`src/rtl/alu_issue_ctrl_pkg.sv`:
```
// Shared constants and types for the ALU command-issue stage.
// Optional feature macro used by this slice: ALU_ISSUE_ERR_EN.
package alu_issue_pkg;

  localparam int OPC_W = 3;

  localparam logic [OPC_W-1:0] OP_ADD        = 3'd0;
  localparam logic [OPC_W-1:0] OP_SUB        = 3'd1;
  localparam logic [OPC_W-1:0] OP_MUL        = 3'd2;
  localparam logic [OPC_W-1:0] OP_NOR        = 3'd3;
  localparam logic [OPC_W-1:0] OP_NAND       = 3'd4;
  localparam logic [OPC_W-1:0] OP_LAST_LEGAL = 3'd4;

  // IDLE: nothing held; EXEC: operands drive the ALU; HOLD: result offered downstream
  typedef enum logic [1:0] {
    IDLE = 2'd0,
    EXEC = 2'd1,
    HOLD = 2'd2
  } state_t;

  function automatic logic is_legal(input logic [OPC_W-1:0] op);
    return (op <= OP_LAST_LEGAL);
  endfunction

endpackage

```
`src/rtl/alu_issue_ctrl_if.sv`:
```
// Bus bundle between upstream producer, issue stage, ALU and downstream consumer.
// Optional feature macro used by this slice: ALU_ISSUE_ERR_EN.
//
// Handshake rule for both in_* and out_* channels: a transfer happens on the
// rising edge where valid && ready are both 1. A producer holding valid keeps
// its payload stable until the transfer; ready never depends combinationally
// on the other channel's ready.
interface alu_issue_if #(parameter int WIDTH = 4);
  import alu_issue_pkg::*;

  logic                   in_valid;
  logic                   in_ready;
  logic [OPC_W-1:0]       in_control;
  logic [WIDTH-1:0]       in_a;
  logic [WIDTH-1:0]       in_b;

  logic [OPC_W-1:0]       alu_control;
  logic [WIDTH-1:0]       alu_data1;
  logic [WIDTH-1:0]       alu_data2;
  logic [2*WIDTH-1:0]     alu_result;

  logic                   out_valid;
  logic                   out_ready;
  logic [2*WIDTH-1:0]     out_result;
  logic [OPC_W-1:0]       out_control;

  // Issue-stage view
  modport slave (
    input  in_valid, in_control, in_a, in_b, alu_result, out_ready,
    output in_ready, alu_control, alu_data1, alu_data2,
           out_valid, out_result, out_control
  );

  // Environment view: producer, ALU and consumer
  modport master (
    output in_valid, in_control, in_a, in_b, alu_result, out_ready,
    input  in_ready, alu_control, alu_data1, alu_data2,
           out_valid, out_result, out_control
  );

endinterface

```
`src/rtl/alu_issue_ctrl_fifo.sv`:
```
// alu_cmd_fifo: synchronous command FIFO with count, full and empty flags.
// Head entry is visible on o_data while not empty (first-word fall-through).
// Optional feature macro used by this slice: ALU_ISSUE_ERR_EN (not used here).
module alu_cmd_fifo #(
  parameter int DW    = 11,
  parameter int DEPTH = 4
) (
  input  logic                         clk,
  input  logic                         rst_n,
  input  logic                         i_push,
  input  logic [DW-1:0]                i_data,
  input  logic                         i_pop,
  output logic [DW-1:0]                o_data,
  output logic                         o_full,
  output logic                         o_empty,
  output logic [$clog2(DEPTH+1)-1:0]   o_count
);

  localparam int AW = $clog2(DEPTH);
  localparam int CW = $clog2(DEPTH+1);

  logic [DW-1:0] r_mem [DEPTH];
  logic [AW-1:0] r_wr_ptr;
  logic [AW-1:0] r_rd_ptr;
  logic [CW-1:0] r_count;
  logic          w_push;
  logic          w_pop;

  assign o_full  = (r_count == CW'(DEPTH));
  assign o_empty = (r_count == '0);
  assign o_count = r_count;
  assign o_data  = r_mem[r_rd_ptr];

  // Overflow/underflow are blocked here so a misbehaving caller cannot corrupt the count
  assign w_push = i_push && !o_full;
  assign w_pop  = i_pop && !o_empty;

  // Storage is not reset: entries are only read after being written
  always_ff @(posedge clk) begin
    if (w_push) r_mem[r_wr_ptr] <= i_data;
  end

  // Pointers wrap naturally because DEPTH is a power of two
  always_ff @(posedge clk or negedge rst_n) begin
    if (!rst_n) begin
      r_wr_ptr <= '0;
      r_rd_ptr <= '0;
    end else begin
      if (w_push) r_wr_ptr <= r_wr_ptr + AW'(1);
      if (w_pop)  r_rd_ptr <= r_rd_ptr + AW'(1);
    end
  end

  // Occupancy: simultaneous push and pop leave it unchanged
  always_ff @(posedge clk or negedge rst_n) begin
    if (!rst_n) begin
      r_count <= '0;
    end else if (w_push && !w_pop) begin
      r_count <= r_count + CW'(1);
    end else if (w_pop && !w_push) begin
      r_count <= r_count - CW'(1);
    end
  end

endmodule

```
`src/rtl/alu_issue_ctrl.sv`:
```
// alu_issue_ctrl: buffers ALU commands, drives the combinational ALU from
// registers for one cycle, then offers the registered result downstream.
// Optional feature macro: ALU_ISSUE_ERR_EN -- drops opcodes 5..7 at the input
// and pulses err for one cycle after each such handshake.
module alu_issue_ctrl
  import alu_issue_pkg::*;
#(
  parameter int WIDTH = 4,
  parameter int DEPTH = 4
) (
  input  logic                        clk,
  input  logic                        rst_n,
  alu_issue_if.slave                  bus,
`ifdef ALU_ISSUE_ERR_EN
  output logic                        err,
`endif
  output state_t                      o_dbg_state,
  output logic [$clog2(DEPTH+1)-1:0]  o_dbg_count
);

  localparam int DW = OPC_W + 2*WIDTH;

  state_t               r_state;
  state_t               w_next_state;
  logic                 w_pop;
  logic                 w_capture;
  logic                 w_hs;
  logic                 w_push;
  logic                 w_full;
  logic                 w_empty;
  logic [DW-1:0]        w_head;

  logic [OPC_W-1:0]     r_alu_control;
  logic [WIDTH-1:0]     r_alu_data1;
  logic [WIDTH-1:0]     r_alu_data2;
  logic [2*WIDTH-1:0]   r_out_result;
  logic [OPC_W-1:0]     r_out_control;

  // in_ready follows FIFO occupancy only
  assign bus.in_ready = !w_full;
  assign w_hs         = bus.in_valid && bus.in_ready;

`ifdef ALU_ISSUE_ERR_EN
  logic r_err;
  // Illegal opcodes are accepted but never enter the FIFO
  assign w_push = w_hs && is_legal(bus.in_control);
  assign err    = r_err;

  // One-cycle error pulse following each illegal handshake
  always_ff @(posedge clk or negedge rst_n) begin
    if (!rst_n) r_err <= 1'b0;
    else        r_err <= w_hs && !is_legal(bus.in_control);
  end
`else
  assign w_push = w_hs;
`endif

  alu_cmd_fifo #(
    .DW    (DW),
    .DEPTH (DEPTH)
  ) u_fifo (
    .clk     (clk),
    .rst_n   (rst_n),
    .i_push  (w_push),
    .i_data  ({bus.in_control, bus.in_a, bus.in_b}),
    .i_pop   (w_pop),
    .o_data  (w_head),
    .o_full  (w_full),
    .o_empty (w_empty),
    .o_count (o_dbg_count)
  );

  // FSM state register
  always_ff @(posedge clk or negedge rst_n) begin
    if (!rst_n) r_state <= IDLE;
    else        r_state <= w_next_state;
  end

  // Next state plus pop/capture strobes
  always_comb begin
    w_next_state = r_state;
    w_pop        = 1'b0;
    w_capture    = 1'b0;
    unique case (r_state)
      IDLE: begin
        if (!w_empty) begin
          w_next_state = EXEC;
          w_pop        = 1'b1;
        end
      end
      EXEC: begin
        w_next_state = HOLD;
        w_capture    = 1'b1;
      end
      HOLD: begin
        if (bus.out_ready) begin
          if (!w_empty) begin
            w_next_state = EXEC;
            w_pop        = 1'b1;
          end else begin
            w_next_state = IDLE;
          end
        end
      end
      default: w_next_state = IDLE;
    endcase
  end

  // ALU operand registers change only when a command is popped
  always_ff @(posedge clk or negedge rst_n) begin
    if (!rst_n) begin
      r_alu_control <= '0;
      r_alu_data1   <= '0;
      r_alu_data2   <= '0;
    end else if (w_pop) begin
      r_alu_control <= w_head[DW-1 -: OPC_W];
      r_alu_data1   <= w_head[2*WIDTH-1 -: WIDTH];
      r_alu_data2   <= w_head[WIDTH-1:0];
    end
  end

  // Result capture at the end of the EXEC cycle; held stable through HOLD
  always_ff @(posedge clk or negedge rst_n) begin
    if (!rst_n) begin
      r_out_result  <= '0;
      r_out_control <= '0;
    end else if (w_capture) begin
      r_out_result  <= bus.alu_result;
      r_out_control <= r_alu_control;
    end
  end

  assign bus.alu_control = r_alu_control;
  assign bus.alu_data1   = r_alu_data1;
  assign bus.alu_data2   = r_alu_data2;
  assign bus.out_result  = r_out_result;
  assign bus.out_control = r_out_control;
  assign bus.out_valid   = (r_state == HOLD);
  assign o_dbg_state     = r_state;

endmodule
```
`src/flat_wrapper.sv`:
```
// flat-port wrapper written by rule: the top's interface ports become plain ports
module alu_issue_ctrl_flat import alu_issue_pkg::*;
#(
  parameter int WIDTH = 4,
  parameter int DEPTH = 4
)
  (clk, rst_n, o_dbg_state, o_dbg_count, bus_in_valid, bus_in_control, bus_in_a, bus_in_b, bus_alu_result, bus_out_ready, bus_in_ready, bus_alu_control, bus_alu_data1, bus_alu_data2, bus_out_valid, bus_out_result, bus_out_control);
  alu_issue_if #(.WIDTH(WIDTH)) bus_i ();
  input  logic clk;
  input  logic rst_n;
  output state_t o_dbg_state;
  output logic [$clog2(DEPTH+1)-1:0] o_dbg_count;
  input wire logic [$bits(bus_i.in_valid)-1:0] bus_in_valid;
  input wire logic [$bits(bus_i.in_control)-1:0] bus_in_control;
  input wire logic [$bits(bus_i.in_a)-1:0] bus_in_a;
  input wire logic [$bits(bus_i.in_b)-1:0] bus_in_b;
  input wire logic [$bits(bus_i.alu_result)-1:0] bus_alu_result;
  input wire logic [$bits(bus_i.out_ready)-1:0] bus_out_ready;
  output wire logic [$bits(bus_i.in_ready)-1:0] bus_in_ready;
  output wire logic [$bits(bus_i.alu_control)-1:0] bus_alu_control;
  output wire logic [$bits(bus_i.alu_data1)-1:0] bus_alu_data1;
  output wire logic [$bits(bus_i.alu_data2)-1:0] bus_alu_data2;
  output wire logic [$bits(bus_i.out_valid)-1:0] bus_out_valid;
  output wire logic [$bits(bus_i.out_result)-1:0] bus_out_result;
  output wire logic [$bits(bus_i.out_control)-1:0] bus_out_control;
  assign bus_i.in_valid = bus_in_valid;
  assign bus_i.in_control = bus_in_control;
  assign bus_i.in_a = bus_in_a;
  assign bus_i.in_b = bus_in_b;
  assign bus_i.alu_result = bus_alu_result;
  assign bus_i.out_ready = bus_out_ready;
  assign bus_in_ready = bus_i.in_ready;
  assign bus_alu_control = bus_i.alu_control;
  assign bus_alu_data1 = bus_i.alu_data1;
  assign bus_alu_data2 = bus_i.alu_data2;
  assign bus_out_valid = bus_i.out_valid;
  assign bus_out_result = bus_i.out_result;
  assign bus_out_control = bus_i.out_control;
  alu_issue_ctrl #(.WIDTH(WIDTH), .DEPTH(DEPTH)) u_core (.clk(clk), .rst_n(rst_n), .bus(bus_i), .o_dbg_state(o_dbg_state), .o_dbg_count(o_dbg_count));
endmodule
```
`config.mk`:
```
export PLATFORM = sky130hd
export DESIGN_NAME = alu_issue_ctrl_flat
export DESIGN_NICKNAME = d
export VERILOG_FILES = /design/src/rtl/alu_issue_ctrl_pkg.sv /design/src/rtl/alu_issue_ctrl_if.sv /design/src/rtl/alu_issue_ctrl_fifo.sv /design/src/rtl/alu_issue_ctrl.sv /design/src/flat_wrapper.sv
export SDC_FILE = /design/constraint.sdc
export NUM_CORES = 1
export LEC_CHECK = 0
export ABC_AREA = 1
export CAP_MARGIN = 5
export CELL_PAD_IN_SITES_DETAIL_PLACEMENT = 1
export CELL_PAD_IN_SITES_GLOBAL_PLACEMENT = 1
export CORE_MARGIN = 1
export CORE_UTILIZATION = 44
export CTS_BUF_LIST = sky130_fd_sc_hd__clkbuf_16
export CTS_CLUSTER_SIZE = 40
export DETAILED_ROUTE_END_ITERATION = 12
export MAX_ROUTING_LAYER = met4
export PLACE_DENSITY_LB_ADDON = 0.2
export RECOVER_POWER = 25
export REMOVE_ABC_BUFFERS = 1
export SETUP_SLACK_MARGIN = 0.4
export SLEW_MARGIN = 20
export SYNTH_ARGS = -nofsm -noshare
export SYNTH_HDL_FRONTEND = slang
export SYNTH_HIERARCHICAL = 1
export SYNTH_SLANG_ARGS = --single-unit
```
`constraint.sdc`:
```
create_clock -name clk -period 3.4 [get_ports clk]
set_clock_uncertainty 0.1 [all_clocks]
set_input_delay 0.34 -clock clk [delete_from_list [all_inputs] [get_ports clk]]
set_output_delay 0.34 -clock clk [all_outputs]
set_load 0.005 [all_outputs]
```
# --- Word-level counts from Yosys, hierarchy flattened ---
# Memory sizes are Yosys's and may differ from the RTL's. A register that Yosys moved wholly into a read port is not among the register bits.
# Index checks and enable logic that the tools add are counted.
classes:
  order_cmp: 0
  addsub: 4
  bitwise_logic: 0
  n_shift: 0
  muxes: 12
  reduce_logical: 14
  div: 0
  n_mul: 0
  eq_ne: 5
ops:
  columns: ["operator", "count"]
  rows:
  - ["two-way mux 1 bit", 6]
  - ["two-way mux 3 bit", 2]
  - ["case mux 2 bit (3 select lines)", 1]
  - ["logical AND 1 bit", 5]
  - ["logical NOT 1 bit", 5]
  - ["adder 2 x 1 -> 2 bit, second input constant", 2]
  - ["two-way mux 2 bit", 2]
  - ["!= test 2 bit, second input constant", 2]
  - ["adder 3 x 1 -> 3 bit, second input constant", 1]
  - ["== test 3 bit, second input constant", 1]
  - ["logical NOT 3 bit", 1]
  - ["subtractor 3 x 1 -> 3 bit, second input constant", 1]
  - ["== test 2 x 1 -> 1 bit, second input constant", 1]
  - ["== test 2 bit, second input constant", 1]
  - ["logical NOT 2 bit", 1]
  - ["case mux 1 bit (2 select lines)", 1]
  - ["AND reduction 2 bit", 1]
  - ["nonzero test 2 bit", 1]
word_totals:
  mem_bits_ro: 0
  latchBits: 0
  out_inout_bits: 29
  n_memories: 1
  elab_cells: 42
  reg_bits: 20
  ramBits: 44
  inputBits: 23
memory_table:
  columns: ["memory", "words", "word_bits", "rd", "rd_clocked_by_memory_dff", "wr", "line_no", "source"]
  rows:
  - ["u_core.u_fifo.r_mem", 4, 11, 1, 1, 1, "alu_issue_ctrl_fifo.sv:22", "logic [DW-1:0] r_mem [DEPTH];"]

# --- Longest topological paths before layout ---
depth:
  depth_word: 8
  mapped_depth: 16
  ltp_nobuf: 15

# --- Modules after synthesis ---
# The synthesis kept the hierarchy.
modules_own_cells:
  columns: ["module", "instances", "area_per_inst_um2", "cells_per_inst", "seq_area_each_um2"]
  rows:
  - ["alu_cmd_fifo", 1, 2207.1, 189, 1496.4]
  - ["alu_issue_ctrl", 1, 972.2, 110, 600.6]

# --- Least setup slack after synthesis ---
# OpenSTA, ideal clock, no wires.
synth_timing:
  path_kind: "flip-flop to flip-flop"
  startpoint: "reg u_core.u_fifo.r_count[0] (netlist: u_core/u_fifo/o_count[0])"
  endpoint: "reg u_core.u_fifo.r_count[1] (netlist: u_core/u_fifo/o_count[1])"
  t_arrival_ns: 1.929
  path_buffers: 1
  setup_ns: 0.126
  synth_period_minus_slack_ns: 2.156
  required_time_ns: 3.174
  slack_ns: 1.244
  stages_incl_launch_ff: 14
  cell_sequence: "dfrtp_1 inv_1 nand3_1 inv_1 nor2_2 nand2_2 buf_6 inv_2 nand2_1 ha_1 inv_1 fa_1 nand2_1 o21ai_0"
synth_between:
  elab_chain_len: 8
  word_cells_on_any_way: 19
  classes_between: "add/sub (2); eq/ne (1); mux (5); reduce/logical (11)"
synth_lines:
  columns: ["element", "line_no", "source"]
  rows:
  - ["start, declared", "alu_issue_ctrl_fifo.sv:25", "logic [CW-1:0] r_count;"]
  - ["start signal, assigned", "alu_issue_ctrl_fifo.sv:59", "r_count <= r_count + CW'(1);"]
  - ["start signal, assigned", "alu_issue_ctrl_fifo.sv:61", "r_count <= r_count - CW'(1);"]
  - ["logical NOT 3 bit (*)", "alu_issue_ctrl_fifo.sv:30", "assign o_empty = (r_count == '0);"]
  - ["named net u_core.w_empty", "alu_issue_ctrl.sv:30", "logic w_empty;"]
  - ["two-way mux 1 bit (*)", "alu_issue_ctrl.sv:86, alu_issue_ctrl.sv:97", null]
  - ["two-way mux 1 bit", "alu_issue_ctrl.sv:96", "if (bus.out_ready) begin"]
  - ["case mux 1 bit (2 select lines) (*)", "alu_issue_ctrl.sv:84", "unique case (r_state)"]
  - ["named net u_core.w_pop", "alu_issue_ctrl.sv:25", "logic w_pop;"]
  - ["logical AND 1 bit (*)", "alu_issue_ctrl_fifo.sv:36", "assign w_pop = i_pop && !o_empty;"]
  - ["logical NOT 1 bit", "alu_issue_ctrl_fifo.sv:58", "end else if (w_push && !w_pop) begin"]
  - ["logical AND 1 bit", "alu_issue_ctrl_fifo.sv:58", null]
  - ["two-way mux 3 bit or nonzero test 2 bit (tied branches)", null, null]
# The timed path passes the listed nets; every way through them passes the cells marked *. The select of a mux whose other input is x is not followed.
# A chain may end at the register's enable or synchronous reset.

# --- Final worst setup path ---
layout_timing:
  startpoint: "reg u_core.u_fifo.r_count[2] (netlist: u_core/u_fifo/o_count[2])"
  endpoint: "reg u_core.u_fifo.r_count[2] (netlist: u_core/u_fifo/o_count[2])"
# Same word-level chain as after synthesis.

==> flow_results.org <==
** Final layout
- Registers take 0.00210 mm².
- Final antenna diode count :: 0
- Cells with a size suffix above 1 make up 6.94% of the layout.
- The net count of the finished layout is 384.
- In the final layout, the multi-input gates occupy 820 µm².
- Leaving out fill and tap cells, the most frequent cell in the layout is sky130_fd_sc_hd__nand2_1.
- Relative area change from synthesis to final layout :: 26.7%
- The layout has 749 filler cells.
- Highest-count cells in the layout ignoring fill and taps :: sky130_fd_sc_hd__nand2_1, sky130_fd_sc_hd__edfxtp_1, sky130_fd_sc_hd__inv_1

** Routing
- For this block, the routed nets add up to 6.43 mm of wire.
- In the routed design, unresolved DRC markers number 0.
- After the first detailed-routing iteration, the DRC count stood at 69.
- Detail Route Antenna Nets :: 0
- Pre-antenna DRT Iters :: 4
- Detailed-route via count :: 2196
- Post-DR wirelength/cell :: 14.1 µm
- Via density per instance :: 4.82

** Clock network
- CTS tree :: built
- Cells resized by post-CTS repair :: 0
- After clock tree synthesis, the clock-pin slew on the worst setup and hold paths is 0.06 ns.
- In this run the deepest clock path goes through 2 buffers.
- Clock latency on the worst-skew pair, taken at its later pin, is 0.32 ns.
- Count of hold buffers inserted by post-cts repair :: 0
- The tree built by TritonCTS fans out to 75 sinks.
- Cts bufs inserted :: 9
- Buffer type at the clock tree root :: sky130_fd_sc_hd__clkbuf_16
- In this run the post-CTS setup repair buffer count came out at 0.
- Maximum level of the CTS H-tree :: 3

** Global routing
- The number of antenna violations at the first check in global routing came to 0.
- Overflow after GRT :: 0
- In the global route stage, overall resource usage came out at 20.0%.
- Vias in the first global route :: 2188
- Entering global routing, the biggest net connects 47 pins.
- First-pass GRT wire length :: 10.7 mm

** Floorplan
- Floorplan die height :: 87.0 µm
- Starting density of the core :: 46.3%
- Core area :: 0.00687 mm²
- Die width :: 87.0 µm
- In this run the count of I/O pins placed on the die edge is 52.
- Row count :: 30
- Area of the die :: 0.00757 mm²

** Synthesis
- The Yosys step of the flow raised 6 warnings.
- Area fraction of the dominant cell type after synthesis :: 41.6%
- The mapped netlist covers 0.00318 mm².
- Number of distinct library cell variants in the gate-level netlist after synthesis :: 18
- Averaged over all synthesized cells, the footprint is 10.6 µm².
- Sequential area share after synthesis :: 66.0%
- The synthesized design spends more area on one cell type than any other, namely sky130_fd_sc_hd__edfxtp_1.
- By area the synthesized netlist is led by sky130_fd_sc_hd__edfxtp_1, sky130_fd_sc_hd__dfrtp_1, sky130_fd_sc_hd__nand2_1.
- Number of flip-flops and latches in the synthesized netlist :: 75
- Synthesis produced a netlist whose cell count is 299.

** Placement
- After legalization and detailed placement, the total HPWL measured 4.56 mm.
- Last weighted congestion value of the routability-driven placer :: 0.765
- Buffers on Ports :: 51

** Run status
- The run finished, with violations left.
- Failing checks :: capacitance limit, slew limit

** Min path
- The worst hold path belongs to the class register to register.

** Timing
- Unrepaired setup endpoints after global routing :: false
- Number of setup violations in the final report :: 0
- Max-slew violations :: 32
- Transition time at the pin with the least slew margin :: 1.63 ns
- Based on the critical path, the design can be clocked at up to 391 MHz.
- Worst slew margin :: -8.94%
- The clock period could shrink to 2.55 ns.
- In the final timing run, aggregate negative setup slack is 0 ns.
- The final number of hold-violating endpoints came to 0.
- Part of the cycle the worst path needs :: 75.1%

** Worst setup path
- Critical path startpoint category :: register
- In this design, the stage delay of the slowest critical-path cell is 0.42 ns.
- Along the worst path, the maximum fanout reaches 13.
- Cell repeated most along the worst path :: sky130_fd_sc_hd__nand2_1
- Required @ worst endpoint :: 3.51 ns
- Together, buffers and inverters on the worst path number 5.
- The worst setup path is captured at a register.
- Among cell families on the critical path, the largest total delay comes from simple AND/OR/NAND/NOR gates.
- STA puts the critical path data arrival time at 2.66 ns.
- The largest individual stage delay along the critical path comes from the cell sky130_fd_sc_hd__dfrtp_1.
- Sequence of cells on the critical path :: inv_1, nand3_1, inv_1, nor2_2, buf_4, nand2_2, inv_2, nand2_1, ha_1, inv_1, fa_1, nand2_1, nand3_1, nand2_1, nand2_1
- The worst setup path is of the register to register kind.

** Power and ir drop
- Overall power consumption after layout is estimated at 3.75 mW.
- Power spread over the standard cell area amounts to 930 mW/mm².
- IR analysis of the VDD net gives a maximum drop of 0.446 mV.
- In this run the static leakage power is 1.81 nW.

** Flow run
- Maxcap violations :: 1
[cells by family after synthesis]
family / after synthesis / share of synthesized area (%)
AO/OA/AOI/OAI: 23 / 5.35
XOR/XNOR: 1 / 0.276
adder cells (fa/ha/maj): 6 / 2.60
buffers and inverters: 57 / 8.26
flip-flops: 75 / 66.0
AND/OR/NAND/NOR: 137 / 17.6
[registers in the layout, indices dropped and copies added (netlist names)]
name / flops
u_core/u_fifo/r_mem: 44
u_core/u_fifo/o_count: 3
u_core/bus.alu_control: 3
u_core/u_fifo/r_rd_ptr: 2
u_core/bus.out_result: 8
u_core/bus.alu_data1: 4
u_core/u_fifo/r_wr_ptr: 2
u_core/bus.out_control: 3
u_core/o_dbg_state: 2
u_core/bus.alu_data2: 4
[per-layer routing]
metal / wire length, µm / up-vias / global-route usage, %
met2: 3120 / 48 / 32.0
met1: 2940 / 1049 / 24.7
met5: 0 / - / -
li1: - / 1091 / -
met4: 122 / 0 / 10.0
met3: 257 / 8 / 3.22
[cell usage after synthesis]
master and number:
sky130_fd_sc_hd__edfxtp_1 44, sky130_fd_sc_hd__nand3_1 29, sky130_fd_sc_hd__nor2_1 6, sky130_fd_sc_hd__inv_2 3, sky130_fd_sc_hd__fa_1 1, sky130_fd_sc_hd__nand2_2 1
sky130_fd_sc_hd__xnor2_1 1, sky130_fd_sc_hd__o21ai_0 1, sky130_fd_sc_hd__buf_6 5, sky130_fd_sc_hd__nand4_1 1, sky130_fd_sc_hd__dfrtp_1 31, sky130_fd_sc_hd__inv_1 42
sky130_fd_sc_hd__buf_4 1, sky130_fd_sc_hd__nor2_2 1, sky130_fd_sc_hd__buf_2 6, sky130_fd_sc_hd__ha_1 5, sky130_fd_sc_hd__o211ai_1 22, sky130_fd_sc_hd__nand2_1 99
[power by group]
part / leakage, nW / internal, mW / switching (mW)
clock network: 0.133 / 0.490 / 0.350
registers: 0.783 / 1.27 / 0.192
logic: 0.899 / 0.637 / 0.804
[worst reg2reg max path, delay by kind of cell (launching register included)]
| family | cells | cell delay [ns] |
|---|---|---|
| fa+ha+maj | 2 | 0.55 |
| simple gates | 8 | 0.83 |
| flops | 1 | 0.42 |
| buf+inv | 5 | 0.54 |
[worst paths after layout]
check	from	to	slack, ns	cells past startpoint
max reg2reg	u_core/u_fifo/o_count[2]	u_core/u_fifo/o_count[2]	0.85	15
min reg2reg	u_core/bus.out_control[0]	u_core/bus.out_control[0]	0.37	2
min	u_core/bus.out_control[0]	u_core/bus.out_control[0]	0.37	2
max	u_core/u_fifo/o_count[2]	u_core/u_fifo/o_count[2]	0.85	15
min in group asynchronous	rst_n	u_core/bus.out_result[2]	0.86	2
max in group asynchronous	rst_n	u_core/u_fifo/o_count[0]	1.38	2
[area by class of cell]
cell class / count / share of cell area [%]
inverter: 45 / 4.19
multi-input combinational: 167 / 20.3
tap: 96 / 2.98
timing repair buffer: 57 / 13.7
clock buffer: 9 / 5.59
clock inverter: 7 / 1.15
sequential: 75 / 52.0
[metrics by stage]
step	hold slack, ns	utilization, %	area [µm²]	cells	worst slack (ns)
3_5_place_dp	0.358	54.8	3760	440	0.674
4_1_cts	0.315	58.7	4030	456	0.819
5_1_grt	0.400	58.7	4030	456	0.585
3_3_place_gp	0.353	54.8	3760	440	0.758
2_1_floorplan	-0.0556	-	3090	287	1.04
6_report	0.367	58.7	4030	456	0.845
No activity file was read; power rests on OpenSTA's default activity.
